<file path="src/rtl/flac_frame_scheduler.sv">
// Front-end scheduler for the fLaC encoder: it sequences the output-RAM clear,
// cuts the sample stream into frames, and limits how many frames are in flight.
module flac_frame_scheduler #(
  parameter int FRAME_LEN    = 4096,
  parameter int CLEAR_CYCLES = 4096,
  parameter int MAX_INFLIGHT = 2,
  parameter int FNUM_W       = 16
) (
  input  logic              iClock,
  input  logic              iReset_n,
  input  logic              iEnable,
  input  logic              iStart,
  input  logic              iStop,
  input  logic [15:0]       iSample,
  input  logic              iSValid,
  output logic              oSReady,
  output logic [15:0]       oSample,
  output logic              oValid,
  output logic              oClear,
  output logic              oFrameStart,
  output logic [FNUM_W-1:0] oFrameNumber,
  input  logic              iFrameDone,
  output logic [2:0]        oInFlight,
  output logic              oBusy,
  output logic              oError
);

  localparam int CW = (FRAME_LEN > 1) ? $clog2(FRAME_LEN) : 1;
  localparam int KW = (CLEAR_CYCLES > 1) ? $clog2(CLEAR_CYCLES + 1) : 1;

  localparam logic [CW-1:0] LAST_SAMP = CW'(FRAME_LEN - 1);
  localparam logic [KW-1:0] LAST_CLR  = KW'(CLEAR_CYCLES - 1);
  localparam logic [2:0]    MAX_IF    = 3'(MAX_INFLIGHT);

  localparam logic [1:0] ST_IDLE   = 2'd0;
  localparam logic [1:0] ST_CLEAR  = 2'd1;
  localparam logic [1:0] ST_STREAM = 2'd2;
  localparam logic [1:0] ST_DRAIN  = 2'd3;

  logic [1:0]        state;
  logic [KW-1:0]     clr_cnt;
  logic [CW-1:0]     samp_cnt;
  logic [FNUM_W-1:0] fnum_cnt;
  logic [FNUM_W-1:0] fnum_out;
  logic [2:0]        inflight;
  logic              err_r;
  logic              clear_r;
  logic              start_pend;
  logic              stop_pend;
  logic              valid_r;
  logic              fstart_r;
  logic [15:0]       sample_r;

  logic sready;
  logic xfer;
  logic frame_open;
  logic first_xfer;
  logic last_xfer;
  logic stop_req;
  logic done_ok;

  assign frame_open = (samp_cnt != '0);
  assign stop_req   = stop_pend | iStop;

  // A pending stop between frames closes the door so no new frame is opened.
  always_comb begin
    sready = 1'b0;
    if (iEnable && (state == ST_STREAM))
      sready = frame_open || ((inflight < MAX_IF) && !stop_pend);
  end

  assign xfer       = iEnable & iSValid & sready;
  assign first_xfer = xfer & ~frame_open;
  assign last_xfer  = xfer & (samp_cnt == LAST_SAMP);
  assign done_ok    = iFrameDone & (inflight != '0);

  always_ff @(posedge iClock or negedge iReset_n) begin
    if (!iReset_n) begin
      state      <= ST_IDLE;
      clr_cnt    <= '0;
      samp_cnt   <= '0;
      fnum_cnt   <= '0;
      fnum_out   <= '0;
      inflight   <= '0;
      err_r      <= 1'b0;
      clear_r    <= 1'b0;
      start_pend <= 1'b0;
      stop_pend  <= 1'b0;
      valid_r    <= 1'b0;
      fstart_r   <= 1'b0;
      sample_r   <= '0;
    end else begin
      // Frame-done pulses are counted regardless of iEnable.
      case ({first_xfer, done_ok})
        2'b10:   inflight <= inflight + 3'd1;
        2'b01:   inflight <= inflight - 3'd1;
        default: inflight <= inflight;
      endcase
      if (iFrameDone && (inflight == '0))
        err_r <= 1'b1;

      valid_r  <= xfer;
      fstart_r <= first_xfer;
      if (xfer)
        sample_r <= iSample;
      if (first_xfer)
        fnum_out <= fnum_cnt;

      // Pulses are latched even while disabled; transitions below consume them.
      if (iStart && (state == ST_IDLE))
        start_pend <= 1'b1;
      if (iStop && ((state == ST_CLEAR) || (state == ST_STREAM)))
        stop_pend <= 1'b1;

      if (iEnable) begin
        case (state)
          ST_IDLE: begin
            if (iStart || start_pend) begin
              state      <= ST_CLEAR;
              clr_cnt    <= '0;
              clear_r    <= 1'b1;
              start_pend <= 1'b0;
              stop_pend  <= 1'b0;
            end
          end
          ST_CLEAR: begin
            if (clr_cnt == LAST_CLR) begin
              state   <= ST_STREAM;
              clear_r <= 1'b0;
            end else begin
              clr_cnt <= clr_cnt + 1'b1;
            end
          end
          ST_STREAM: begin
            if (xfer) begin
              if (last_xfer) begin
                samp_cnt <= '0;
                fnum_cnt <= fnum_cnt + 1'b1;
                if (stop_req) begin
                  state     <= ST_DRAIN;
                  stop_pend <= 1'b0;
                end
              end else begin
                samp_cnt <= samp_cnt + 1'b1;
              end
            end else if (!frame_open && stop_req) begin
              state     <= ST_DRAIN;
              stop_pend <= 1'b0;
            end
          end
          default: begin
            if (inflight == '0)
              state <= ST_IDLE;
          end
        endcase
      end
    end
  end

  assign oSReady      = sready;
  assign oSample      = sample_r;
  assign oValid       = valid_r & iEnable;
  assign oFrameStart  = fstart_r & iEnable;
  assign oClear       = clear_r;
  assign oFrameNumber = fnum_out;
  assign oInFlight    = inflight;
  assign oBusy        = (state != ST_IDLE);
  assign oError       = err_r;

endmodule
</file>
<file path="config.mk">
export PLATFORM = sky130hd
export DESIGN_NAME = flac_frame_scheduler
export DESIGN_NICKNAME = d
export VERILOG_FILES = /design/src/rtl/flac_frame_scheduler.sv
export SDC_FILE = /design/constraint.sdc
export NUM_CORES = 1
export LEC_CHECK = 0
export BUFFER_PORTS_ARGS = -buffer_cell sky130_fd_sc_hd__buf_2
export CORE_AREA = 4 4 93 95
export DETAILED_ROUTE_END_ITERATION = 7
export DIE_AREA = 0 0 97 99
export PLACE_DENSITY = 0.67
export SLEW_MARGIN = 15
export SYNTH_ARGS = -nofsm -noshare
export SYNTH_HDL_FRONTEND = slang
export SYNTH_SLANG_ARGS = --single-unit
</file>
<file path="constraint.sdc">
create_clock -name iClock -period 3.3 [get_ports iClock]
set_clock_uncertainty 0.1 [all_clocks]
set_input_delay 0 -clock iClock [delete_from_list [all_inputs] [get_ports iClock]]
set_output_delay 0 -clock iClock [all_outputs]
set_load 0.01 [all_outputs]
</file>
; Word-level counts from Yosys, hierarchy flattened
; Cells that the tools add are included.
[word_totals]
regBits = 84
latch_bits = 0
ram_bits = 0
rom_bits = 0
in_bits = 23
output_inout_bits = 41
wordCells = 93
memories = 0
[classes]
n_addsub = 5
mul = 0
div = 0
n_lt_le_gt_ge = 1
n_eq_ne = 12
n_shift = 0
mux = 29
bitwise_logic = 9
reduce_logical = 24
[op_table]
columns = op, n
row1 = $mux W13, 2
row2 = $pmux W13 S2, 1
row3 = $add A16 B1 Y16 const B, 1
row4 = $mux W1, 14
row5 = $mux W2, 7
row6 = $add A13 B1 Y13 const B, 1
row7 = $eq A13 B12 Y1 const B, 1
row8 = $add A12 B1 Y12 const B, 1
row9 = $eq A12 B12 Y1 const B, 1
row10 = $mux W12, 1
row11 = $reduce_and A4 Y1, 3
row12 = $reduce_bool A12 Y1, 1
row13 = $and A1 B1 Y1, 7
row14 = $reduce_and A7 Y1, 1
row15 = $logic_and A1 B1 Y1, 6
row16 = $ne A3 B3 Y1 const B, 2
row17 = $pmux W2 S3, 1
row18 = $pmux W3 S2, 1
row19 = $reduce_bool A2 Y1, 3
row20 = $eq A2 B1 Y1 const B, 2
row21 = $eq A2 B2 Y1 const B, 2
row22 = $ne A2 B1 Y1 const B, 2
row23 = $pmux W1 S2, 2
row24 = $reduce_bool A4 Y1, 1
row25 = 13 further kinds, 16

; Longest topological paths before layout
[depth]
ltp_word = 10
depth_mapped = 13

; Least setup slack after synthesis
; No wires, ideal clock.
[synth_path]
path_kind = register to register
startpoint = register samp_cnt[0]
endpoint = register inflight[2], in the netlist oInFlight[2]
setup_time_ps = 79
t_arrival_ps = 2147
t_required_ps = 3121
setup_slack_ps = 974
stages_incl_launch_ff = 14
path_buffers = 0
synth_period_minus_slack_ps = 2326
path_cell_list = dfrtp_1 inv_1 ha_1 nor4b_2 nand4b_1 nand2_2 inv_2 nand2_2 ha_1 inv_1 fa_1 xor2_1 nor2_1 xor2_1
[synth_between]
elab_chain_len = 7
[synth_rtl]
columns = item, line_no
row1 = "start, declared", 42  ; logic [CW-1:0] samp_cnt;
row2 = "start signal, assigned", 144  ; samp_cnt <= samp_cnt + 1'b1;
row3 = $reduce_bool A12 Y1 *, 62  ; assign frame_open = (samp_cnt != '0);
row4 = $logic_or A1 B1 Y1, 69  ; sready = frame_open || ((inflight < MAX_IF) && !stop_pend);
row5 = $mux W1, 68  ; if (iEnable && (state == ST_STREAM))
row6 = $and A1 B1 Y1, 72  ; assign xfer = iEnable & iSValid & sready;
row7 = $and A1 B1 Y1 *, 73  ; assign first_xfer = xfer & ~frame_open;
row8 = $eq A2 B1 Y1 / $eq A2 B2 Y1 (equally long branches), 94  ; case ({first_xfer, done_ok})
row9 = $pmux W3 S2 / $reduce_bool A2 Y1 (equally long branches), --
row10 = "end signal, assigned", 95  ; 2'b10: inflight <= inflight + 3'd1;
row11 = "end signal, assigned", 96  ; 2'b01: inflight <= inflight - 3'd1;
row12 = "end signal, assigned", 97  ; default: inflight <= inflight;
row13 = "end, declared", 45  ; logic [2:0] inflight;
; Every way passes the cells marked *; elsewhere a longest branch is shown, timed or not.
; A chain may end at the register's enable or synchronous reset.

; Worst setup path in the final report
; Same ends and word-level chain as after synthesis.

==> key figures <==
Critical path
  • Worst-path fanout max: 5
  • CP Launch Type: flip-flop
  • Worst reg2reg path endpoint: oInFlight[2]
  • CP Data Required Time: 3.46 ns
  • R2R depth: 13
  • CP peak stage delay: 0.43 ns
  • WP data arrival: 2.62 ns
  • Crit path cell chain: inv_1 -> ha_1 -> nor4b_2 -> nand4b_1 -> nand2_2 -> inv_2 -> nand2_2 -> ha_1 -> inv_1 -> fa_1 -> xor2_1 -> nor2_1 -> xor2_1
  • Crit path max-delay cell type: dfrtp_1
  • Worst Setup End Kind: flip-flop
  • Setup CP Type: reg -> reg
  • Reg2reg start: samp_cnt[0]
  • Reg-to-reg slack, setup: 0.84 ns

CTS
  • H-Tree Depth: 3
  • Clock buffer depth: 2
  • Total CTS buffers: 9
  • Clk sinks: 84
  • CTS tree: yes
  • Root Buffer Master: clkbuf_8
  • Clock latency on the worst-skew pair: 0.34 ns
  • Post-cts resize count: 0
  • Reg clk slew, reported paths: 0.09 ns

Floorplan
  • Die height: 99 um
  • # IOs: 64
  • CORE AREA: 7730 um2
  • Initial core utilization: 49.7%
  • Die Wd: 97 um
  • Die area: 9600 um2
  • FP Rows: 32

STA
  • RSZ-0062 raised after global routing: false
  • Period utilization: 74.5%
  • Least-Margin Pin Slew: 0.623 ns
  • Setup TNS: 0 ns
  • Max Clk Rate: 0.407 GHz
  • Fin Hold WS: 0.0251 ns
  • Pins Over Slew Limit: 0
  • Max_slew headroom: 58.3%
  • Min Tclk post-route: 2.46 ns
  • Fin. Hold Viols: 0
  • Final setup fails: 0

Job
  • Max Cap Viol: 0

Global route
  • Pin count of the biggest net entering global routing: 85
  • Total grt overflow: 0
  • Gr usage total: 16.9%
  • First-pass GRT wire length: 13.4 mm
  • Vias in the first global route: 2828
  • Initial antenna violation count: 0

Power and ir drop
  • Design Power: 3080 uW
  • Sw frac: 31.6%
  • Clk pwr share: 28.0%
  • Comb power frac: 28.2%
  • Power density cells: 650 nW/um2
  • Share of power burned in registers: 43.8%
  • Switching power: 972 uW
  • LEAKAGE: 0.00243 uW
  • Pint: 2110 uW
  • Peak VDD IR: 0.000464 V

Yosys
  • Post-Synthesis Cells: 348
  • Sequential area share after synthesis: 54.7%
  • EDFF count, synth: 0
  • Syn Area/Cell: 11.0 um2
  • Unique masters post-synth: 52
  • Ys Warns: 0
  • Asr flop ratio synth: 100%
  • Seq cells post-synth: 84
  • Syn nets: 380
  • Synth Cell Area: 3840 um2
  • Top FF cell, synth: dfrtp_1

Finish
  • Commonest non-fill, non-tap cell in the layout: dfrtp_1
  • Fillcell total: 640
  • Area delta synth->final: 23.2%
  • Most frequent cells in the layout: dfrtp_1, nand2_1, buf_2, dlygate4sd3_1
  • Nets@finish: 471
  • Share of cells above drive strength 1: 26.4%
  • Ant diodes: 0

Drt
  • Residual DRC: 0
  • Total Wirelength: 7.56 mm
  • Via density: 5.03
  • Vias: 2747
  • Antenna-violating nets left: 0
  • Met3 Wirelength: 398 um
  • M1 WL: 3.57 mm
  • DRT Pass-1 Iters: 4
  • Wire per inst: 13.8 um
  • DR iter-0 viols: 129
  • Top Metal Used: met4
  • WL met2: 3.53 mm

Placement
  • Final GP Congestion: 0.757
  • I/O Buffers: 63
  • Post-DP HPWL: 5.12 mm

Min path
  • Hold Startpoint: iSValid
  • Hold Path End: samp_cnt[5]
  • Worst min-delay path class: in -> reg
  • WHS Path Cells: 4

Outcome
  • Status: finished clean
==> state kept, by name, summed over array words and instances, names as in the netlist <==
register	flops
fnum_cnt	16
oFrameNumber	16
oSample	16
clr_cnt	13
samp_cnt	12
oInFlight	3
state	2
fstart_r	1
oClear	1
oError	1
start_pend	1
stop_pend	1
valid_r	1
==> power groups by stage <==
stage / clock network [uW] / logic, uW / registers [uW]
3_3_place_gp: 0 / 810 / 1360
4_1_cts: 892 / 871 / 1340
6_report: 862 / 869 / 1350
3_5_place_dp: 0 / 845 / 1360
2_1_floorplan: 0 / 512 / 1400
5_1_grt: 938 / 984 / 1370
==> cell usage after synthesis, types with 8 or more instances <==
master | n | area, um2
nand3_1 | 12 | 60.1
xnor2_1 | 14 | 123
nor3_1 | 10 | 50.1
xor2_1 | 16 | 140
o21ai_0 | 8 | 40.0
inv_1 | 9 | 33.8
nor2_1 | 16 | 60.1
nand2_1 | 71 | 267
dfrtp_1 | 84 | 2100
mux2_2 | 15 | 169
ha_1 | 8 | 100
a21oi_1 | 10 | 50.1
==> logic make-up (layout without fill, tap and decap cells) <==
family	count (synthesis)	in the layout	share of synthesized area (%)
xor+xnor	30	30	6.84
flops	84	84	54.7
simple gates	149	149	20.2
buf+inv	19	115	2.12
compound gates	34	34	6.19
mux	23	23	6.84
fa+ha+maj	9	9	3.13
==> per-layer routing <==
layer	vias up	track usage [%]
li1	1382	-
met1	1286	22.7
met2	71	26.5
met3	8	4.39
met4	0	6.05
met5	-	0
==> area by class of cell <==
class	instances	area [um2]	area share, %
clock buffer	11	131	2.77
timing repair buffer	87	563	11.9
inverter	12	45.0	0.951
multi-input combinational	245	1660	35.0
tap	102	128	2.69
clock inverter	5	108	2.27
sequential	84	2100	44.4
==> worst max-delay path: cells and delay by family, from the launching register on <==
| kind | cells | cell delay, ns |
|---|---|---|
| AND/OR/NAND/NOR | 5 | 0.70 |
| adder cells (fa/ha/maj) | 3 | 0.69 |
| XOR/XNOR | 2 | 0.29 |
| buffers and inverters | 3 | 0.17 |
| flip-flops | 1 | 0.43 |
==> worst max path at each step <==
stage | start | end | slack [ns] | depth (start not counted)
finish | samp_cnt[0] | oInFlight[2] | 0.84 | 13
detailed placement | samp_cnt[0] | oInFlight[2] | 0.88 | 13
CTS | samp_cnt[0] | oInFlight[2] | 0.84 | 13
global route | samp_cnt[0] | oInFlight[2] | 0.66 | 13
global placement | samp_cnt[0] | oInFlight[2] | 0.95 | 13
floorplan | samp_cnt[0] | oInFlight[2] | 0.97 | 13
==> timing repair <==
item / CTS / global route
hold endpoints to repair: 103 / 0
hold buffers: 21 / 0
buffers inserted: 0 / 0
==> through the flow <==
stage               setup slack, ns  std cells  area (um2)  utilization, %
floorplan                     0.974        348        3840               -
finish                        0.842        546        4740            61.3
global route                  0.658        546        4740            61.3
CTS                           0.836        545        4720            61.0
global placement              0.946        508        4270            55.2
detailed placement            0.879        508        4270            55.2
No activity file was read; power rests on OpenSTA's default activity.
